**config.mk**
```make
export PLATFORM = sky130hd
export DESIGN_NAME = iram_loader_flat
export DESIGN_NICKNAME = d
export VERILOG_FILES = /design/src/rtl/iram_loader_if.sv /design/src/rtl/iram_loader.sv /design/src/flat_wrapper.sv
export SDC_FILE = /design/constraint.sdc
export NUM_CORES = 1
export LEC_CHECK = 0
export ABC_CLOCK_PERIOD_IN_PS = 2090
export CAP_MARGIN = 20
export CORE_ASPECT_RATIO = 0.8
export CORE_MARGIN = 2
export CORE_UTILIZATION = 32
export DETAILED_ROUTE_END_ITERATION = 16
export PLACE_DENSITY_LB_ADDON = 0.05
export SYNTH_ARGS = -nofsm -noshare
export SYNTH_HDL_FRONTEND = slang
export SYNTH_SLANG_ARGS = --single-unit
```
**constraint.sdc**
```tcl
create_clock -name clock -period 2.09 [get_ports clock]
set_input_delay 0.418 -clock clock [delete_from_list [all_inputs] [get_ports clock]]
set_output_delay 0.418 -clock clock [all_outputs]
set_load 0.05 [all_outputs]
```
**src/rtl/iram_loader_if.sv**
```systemverilog
// Byte-stream input and IRAM write port of the instruction loader.
interface iram_loader_if #(
  parameter int ADDR_WIDTH = 8
);
  logic [7:0]            in_data;
  logic                  in_valid;
  logic                  in_ready;
  logic                  wr_en;
  logic [ADDR_WIDTH-1:0] wr_addr;
  logic [15:0]           wr_data;

  // Loader side: consumes bytes, drives the RAM write port.
  modport master (
    input  in_data,
    input  in_valid,
    output in_ready,
    output wr_en,
    output wr_addr,
    output wr_data
  );

  // Environment side: byte source and instruction RAM.
  modport slave (
    output in_data,
    output in_valid,
    input  in_ready,
    input  wr_en,
    input  wr_addr,
    input  wr_data
  );
endinterface

```
**src/rtl/iram_loader.sv**
```systemverilog
// Instruction RAM loader: takes COUNT, N big-endian word pairs and a checksum
// byte from a byte stream, writes the words to consecutive IRAM addresses and
// holds the CPU while loading.
module iram_loader #(
  parameter int ADDR_WIDTH     = 8,
  parameter int BASE_ADDR      = 0,
  parameter int TIMEOUT_CYCLES = 1000000
) (
  input  logic                clock,
  input  logic                reset,
  input  logic                load_start,
  iram_loader_if.master       bus,
  output logic                busy,
  output logic                cpu_hold,
  output logic                done,
  output logic [1:0]          error,
  output logic [ADDR_WIDTH:0] words_written
);
  localparam int TMO_W = (TIMEOUT_CYCLES > 1) ? $clog2(TIMEOUT_CYCLES) : 1;
  localparam logic [TMO_W-1:0]      TMO_LAST = TMO_W'(TIMEOUT_CYCLES - 1);
  localparam logic [ADDR_WIDTH-1:0] BASE     = ADDR_WIDTH'(BASE_ADDR);

  typedef enum logic [2:0] {
    S_IDLE,
    S_COUNT,
    S_HI,
    S_LO,
    S_CHK
  } state_t;

  state_t           state;
  state_t           state_nxt;
  logic             accept;
  logic             timeout_hit;
  logic [7:0]       csum;
  logic [7:0]       hi_byte;
  logic [8:0]       words_left;
  logic [TMO_W-1:0] tmo_cnt;

  // Modulo-256 running checksum.
  function automatic logic [7:0] csum_add(input logic [7:0] acc, input logic [7:0] b);
    return acc + b;
  endfunction

  assign bus.in_ready = (state != S_IDLE);
  assign busy         = (state != S_IDLE);
  assign cpu_hold     = busy;
  assign accept       = bus.in_valid && (state != S_IDLE);
  // Idle cycle that would bring the gap to TIMEOUT_CYCLES aborts the load.
  assign timeout_hit  = (state != S_IDLE) && !accept && (tmo_cnt == TMO_LAST);

  // State register.
  always_ff @(posedge clock) begin
    if (reset) state <= S_IDLE;
    else       state <= state_nxt;
  end

  // Next-state logic: one stream field per state, timeout overrides.
  always_comb begin
    state_nxt = state;
    case (state)
      S_IDLE:  if (load_start) state_nxt = S_COUNT;
      S_COUNT: if (accept)     state_nxt = S_HI;
      S_HI:    if (accept)     state_nxt = S_LO;
      S_LO:    if (accept)     state_nxt = (words_left == 9'd1) ? S_CHK : S_HI;
      S_CHK:   if (accept)     state_nxt = S_IDLE;
      default:                 state_nxt = S_IDLE;
    endcase
    if (timeout_hit) state_nxt = S_IDLE;
  end

  // Word assembly, write strobe, checksum, timeout counter and status.
  always_ff @(posedge clock) begin
    if (reset) begin
      bus.wr_en     <= 1'b0;
      bus.wr_addr   <= '0;
      bus.wr_data   <= '0;
      done          <= 1'b0;
      error         <= 2'b00;
      words_written <= '0;
      csum          <= '0;
      hi_byte       <= '0;
      words_left    <= '0;
      tmo_cnt       <= '0;
    end else begin
      done      <= 1'b0;
      bus.wr_en <= 1'b0;
      // Address and count advance once the write cycle has been presented.
      if (bus.wr_en) begin
        bus.wr_addr   <= bus.wr_addr + 1'b1;
        words_written <= words_written + 1'b1;
      end
      if (state != S_IDLE) begin
        if (accept)           tmo_cnt <= '0;
        else if (timeout_hit) begin
          tmo_cnt <= '0;
          error   <= 2'b10;
        end else              tmo_cnt <= tmo_cnt + 1'b1;
      end
      case (state)
        S_IDLE: begin
          if (load_start) begin
            error         <= 2'b00;
            words_written <= '0;
            csum          <= '0;
            tmo_cnt       <= '0;
            bus.wr_addr   <= BASE;
          end
        end
        S_COUNT: begin
          if (accept) begin
            csum       <= bus.in_data;
            words_left <= (bus.in_data == 8'd0) ? 9'd256 : {1'b0, bus.in_data};
          end
        end
        S_HI: begin
          if (accept) begin
            hi_byte <= bus.in_data;
            csum    <= csum_add(csum, bus.in_data);
          end
        end
        S_LO: begin
          if (accept) begin
            csum        <= csum_add(csum, bus.in_data);
            bus.wr_data <= {hi_byte, bus.in_data};
            bus.wr_en   <= 1'b1;
            words_left  <= words_left - 1'b1;
          end
        end
        S_CHK: begin
          if (accept) begin
            if (bus.in_data == csum) done  <= 1'b1;
            else                     error <= 2'b01;
          end
        end
        default: ;
      endcase
    end
  end
endmodule

```
**src/flat_wrapper.sv**
```systemverilog
// flat-port wrapper written by rule: the top's interface ports become plain ports
module iram_loader_flat 
#(
  parameter int ADDR_WIDTH     = 8,
  parameter int BASE_ADDR      = 0,
  parameter int TIMEOUT_CYCLES = 1000000
)
  (clock, reset, load_start, busy, cpu_hold, done, error, words_written, bus_in_data, bus_in_valid, bus_in_ready, bus_wr_en, bus_wr_addr, bus_wr_data);
  iram_loader_if #(.ADDR_WIDTH(ADDR_WIDTH)) bus_i ();
  input  logic clock;
  input  logic reset;
  input  logic load_start;
  output logic busy;
  output logic cpu_hold;
  output logic done;
  output logic [1:0] error;
  output logic [ADDR_WIDTH:0] words_written;
  input wire logic [$bits(bus_i.in_data)-1:0] bus_in_data;
  input wire logic [$bits(bus_i.in_valid)-1:0] bus_in_valid;
  output wire logic [$bits(bus_i.in_ready)-1:0] bus_in_ready;
  output wire logic [$bits(bus_i.wr_en)-1:0] bus_wr_en;
  output wire logic [$bits(bus_i.wr_addr)-1:0] bus_wr_addr;
  output wire logic [$bits(bus_i.wr_data)-1:0] bus_wr_data;
  assign bus_i.in_data = bus_in_data;
  assign bus_i.in_valid = bus_in_valid;
  assign bus_in_ready = bus_i.in_ready;
  assign bus_wr_en = bus_i.wr_en;
  assign bus_wr_addr = bus_i.wr_addr;
  assign bus_wr_data = bus_i.wr_data;
  iram_loader #(.ADDR_WIDTH(ADDR_WIDTH), .BASE_ADDR(BASE_ADDR), .TIMEOUT_CYCLES(TIMEOUT_CYCLES)) u_core (.clock(clock), .reset(reset), .load_start(load_start), .bus(bus_i), .busy(busy), .cpu_hold(cpu_hold), .done(done), .error(error), .words_written(words_written));
endmodule
```
==> results.sh <==
export IMPL_grt_pass1_vias=3970
export IMPL_insertion_delay_ns=0.34
export IMPL_cts_hold_buffers_added=0
export IMPL_wl_per_cell_um=15.5
export IMPL_overflow=0
export IMPL_holdWs_ns=0.363
export IMPL_synth_seq_area_share_pct=40.5
export IMPL_yosys_top_cells_count="dfxtp_1, nand2_1, a21oi_1, nor2_1, clkbuf_1"
export IMPL_vias_per_cell=5.16
export IMPL_slowest_stage="or4_4"
export IMPL_synth_most_common_cell="dfxtp_1"
export IMPL_power_mw=4.03
export IMPL_clk_path_buf_depth=2
export IMPL_grt_pass1_wl_um=20300
export IMPL_placed_cells=774
export IMPL_h_tree_depth=3
export IMPL_start_util_pct=32.7
export IMPL_syn_area_um2=4200
export IMPL_firstDrtPassIters=4
export IMPL_status="complete, no violations"
export IMPL_numCtsBuffers=9
export IMPL_finalWorstSetupSlack_ns=0.0685
export IMPL_slew_headroom_pct=62.1
export IMPL_nFillCells=1338
export IMPL_ant_nets=0
export IMPL_rsz0062_at_grt="no"
export IMPL_finClkSkew_ns=0.00602
export IMPL_worstMarginPinSlew_ns=0.566
export IMPL_setup_viol=0
export IMPL_final_hold_viol_count=0
export IMPL_rows=37
export IMPL_coreArea_um2=12800
export IMPL_tritoncts="yes"
export IMPL_routed_wirelength_um=12300
export IMPL_synth_ff_type="dfxtp_1"
export IMPL_synth_seq_cells=85
export IMPL_finalCriticalPeriod_ns=2.02
export IMPL_grt_max_degree=43
export IMPL_startpoint_type="flop"
export IMPL_syn_nets=545
export IMPL_synth_edf_count=0
export IMPL_root_buffer="clkbuf_16"
export IMPL_drt_iter0_drc=222
export IMPL_final_layout_size_suffix_gt1_share_pct=15.0
export IMPL_die_w_um=132
export IMPL_synth_area_leaders="dfxtp_1, nand2_1, a21oi_1"
export IMPL_crit_chain="ha_2 -> inv_1 -> or2_4 -> or4_4 -> buf_4 -> a31oi_1 -> o22ai_1"
export IMPL_path_max_fanout=13
export IMPL_die_area_um2=14100
export IMPL_clk_pin_slew_worst_paths_ns=0.06
export IMPL_max_vdd_ir_drop_mv=0.463
export IMPL_netlist_cell_type_count=53
export IMPL_power_density_nw_per_um2=723
export IMPL_cp_arrival_ns=2.25
export IMPL_synth_async_reset_ratio_pct=0
export IMPL_yosys_area_top_type="dfxtp_1"
export IMPL_ys_warn_count=0
export IMPL_synthCells=520
export IMPL_cap_viol_max_count=0
export IMPL_crit_path_max_incr_delay_ns=0.58
export IMPL_multi_input_area_um2=2330
export IMPL_leakage_nw=2.06
export IMPL_seq_area_um2=1700
export IMPL_setup_tns_ns=0
export IMPL_end_kind="flop"
export IMPL_fmax_mhz=495
export IMPL_dp_hpwl_um=8730
export IMPL_slew_viol_final=0
export IMPL_hp_class="input port to flop"
export IMPL_antenna_found_initial=0
export IMPL_area_delta_synth_final_pct=32.9
export IMPL_syn_area_per_cell_um2=8.07
export IMPL_die_y_um=106
export IMPL_synth_top_area_share_pct=40.5
export IMPL_critical_path_class="flop to flop"
export IMPL_num_vias=4079
export IMPL_layout_nets=637
export IMPL_fin_cells=790
export IMPL_io_pins=52
export IMPL_drcViolationCount=0
export IMPL_antenna_diode_count=0
export IMPL_place_ws_ns=-0.448
export IMPL_gp_congestion=0.825
export IMPL_grt_usage_pct=18.1
export IMPL_cts_num_sinks=85
export IMPL_fin_crit_sh_pct=96.7
export IMPL_io_buffers=51
export IMPL_worstPathRequired_ns=2.32
-- state kept, by name (all words and copies together) (netlist names) --
register,count
u_core.words_left,9
u_core.bus.wr_addr,8
u_core.bus.wr_en,1
u_core.tmo_cnt,20
u_core.done,1
u_core.words_written,9
u_core.bus.wr_data,16
u_core.error,2
u_core.state,3
u_core.hi_byte,8
u_core.csum,8
-- cells in the final DEF, fill, tap and decap left out, drive strengths merged, types with 4 or more instances in the layout --
cell type / n
a22oi: 7
nor3b: 4
a21oi: 47
dfxtp: 85
nand3: 18
nand4: 13
mux2i: 7
nor4: 8
and3: 5
a21o: 4
nor2: 42
inv: 15
o31ai: 4
nand2: 83
clkbuf: 10
ha: 12
xor2: 15
xnor2: 7
buf: 65
nor3: 12
or3: 11
nand2b: 8
o21ai: 20
a211oi: 7
o211ai: 5
a31oi: 20
clkdlybuf4s50: 42
-- final timing paths --
| kind | startpoint | to | slack, ns | cells after the start |
|---|---|---|---|---|
| setup / recovery | u_core.tmo_cnt[0] | u_core.tmo_cnt[15] | 0.07 | 7 |
| hold / removal | reset | u_core.tmo_cnt[0] | 0.36 | 2 |
| setup reg to reg | u_core.tmo_cnt[0] | u_core.tmo_cnt[15] | 0.07 | 7 |
| hold reg to reg | u_core.hi_byte[4] | u_core.bus.wr_data[12] | 0.45 | 2 |
-- power by group --
part / internal [mW] / switching, mW / total, mW
Clock: 1.04 / 0.649 / 1.69
Combinational: 0.281 / 0.366 / 0.647
Sequential: 1.66 / 0.0351 / 1.70
Total: 2.98 / 1.05 / 4.03
-- per-stage QoR --
stage / area (um2) / utilization, %
global placement: 5220 / 40.7
CTS: 5530 / 43.1
finish: 5580 / 43.5
floorplan: 4200 / -
detailed placement: 5220 / 40.7
global route: 5580 / 43.5
-- final cells by class --
class | count | area share [%]
Clock buffer | 10 | 4.11
Clock inverter | 4 | 1.32
Inverter | 14 | 0.943
Multi-Input combinational cell | 391 | 41.8
Sequential cell | 85 | 30.5
Tap cell | 175 | 3.93
Timing Repair Buffer | 111 | 17.4
-- what timing repair did --
item / in CTS / in global routing
hold endpoints to repair: 0 / 0
setup buffers: 0 / 2
gates resized for setup: 2 / 10
setup endpoints to repair: 2 / 18
pin swaps: 1 / 5
-- worst max-delay path, delay by kind of cell, from the launching register on --
| family | cells | cell delay [ns] |
|---|---|---|
| flops | 1 | 0.34 |
| fa+ha+maj | 1 | 0.20 |
| simple gates | 2 | 0.83 |
| buf+inv | 2 | 0.28 |
| compound gates | 2 | 0.26 |
-- metal layers --
metal	GRT usage (%)	up-vias	part of all wire (%)
met5	0	-	0
met4	5.43	0	1.3
met3	4.24	10	4.4
met2	26.1	95	41
met1	26.7	1928	54
li1	-	2046	-
-- logic make-up after synthesis --
kind of cell    count (synthesis)  share of synthesized area [%]
buf+inv                        44                           4.62
compound gates                132                           19.5
flops                          85                           40.5
simple gates                  217                           25.0
fa+ha+maj                      13                           4.05
xor+xnor                       22                           4.59
mux                             7                           1.67
Note: power is estimated with default switching activity, not from simulation.
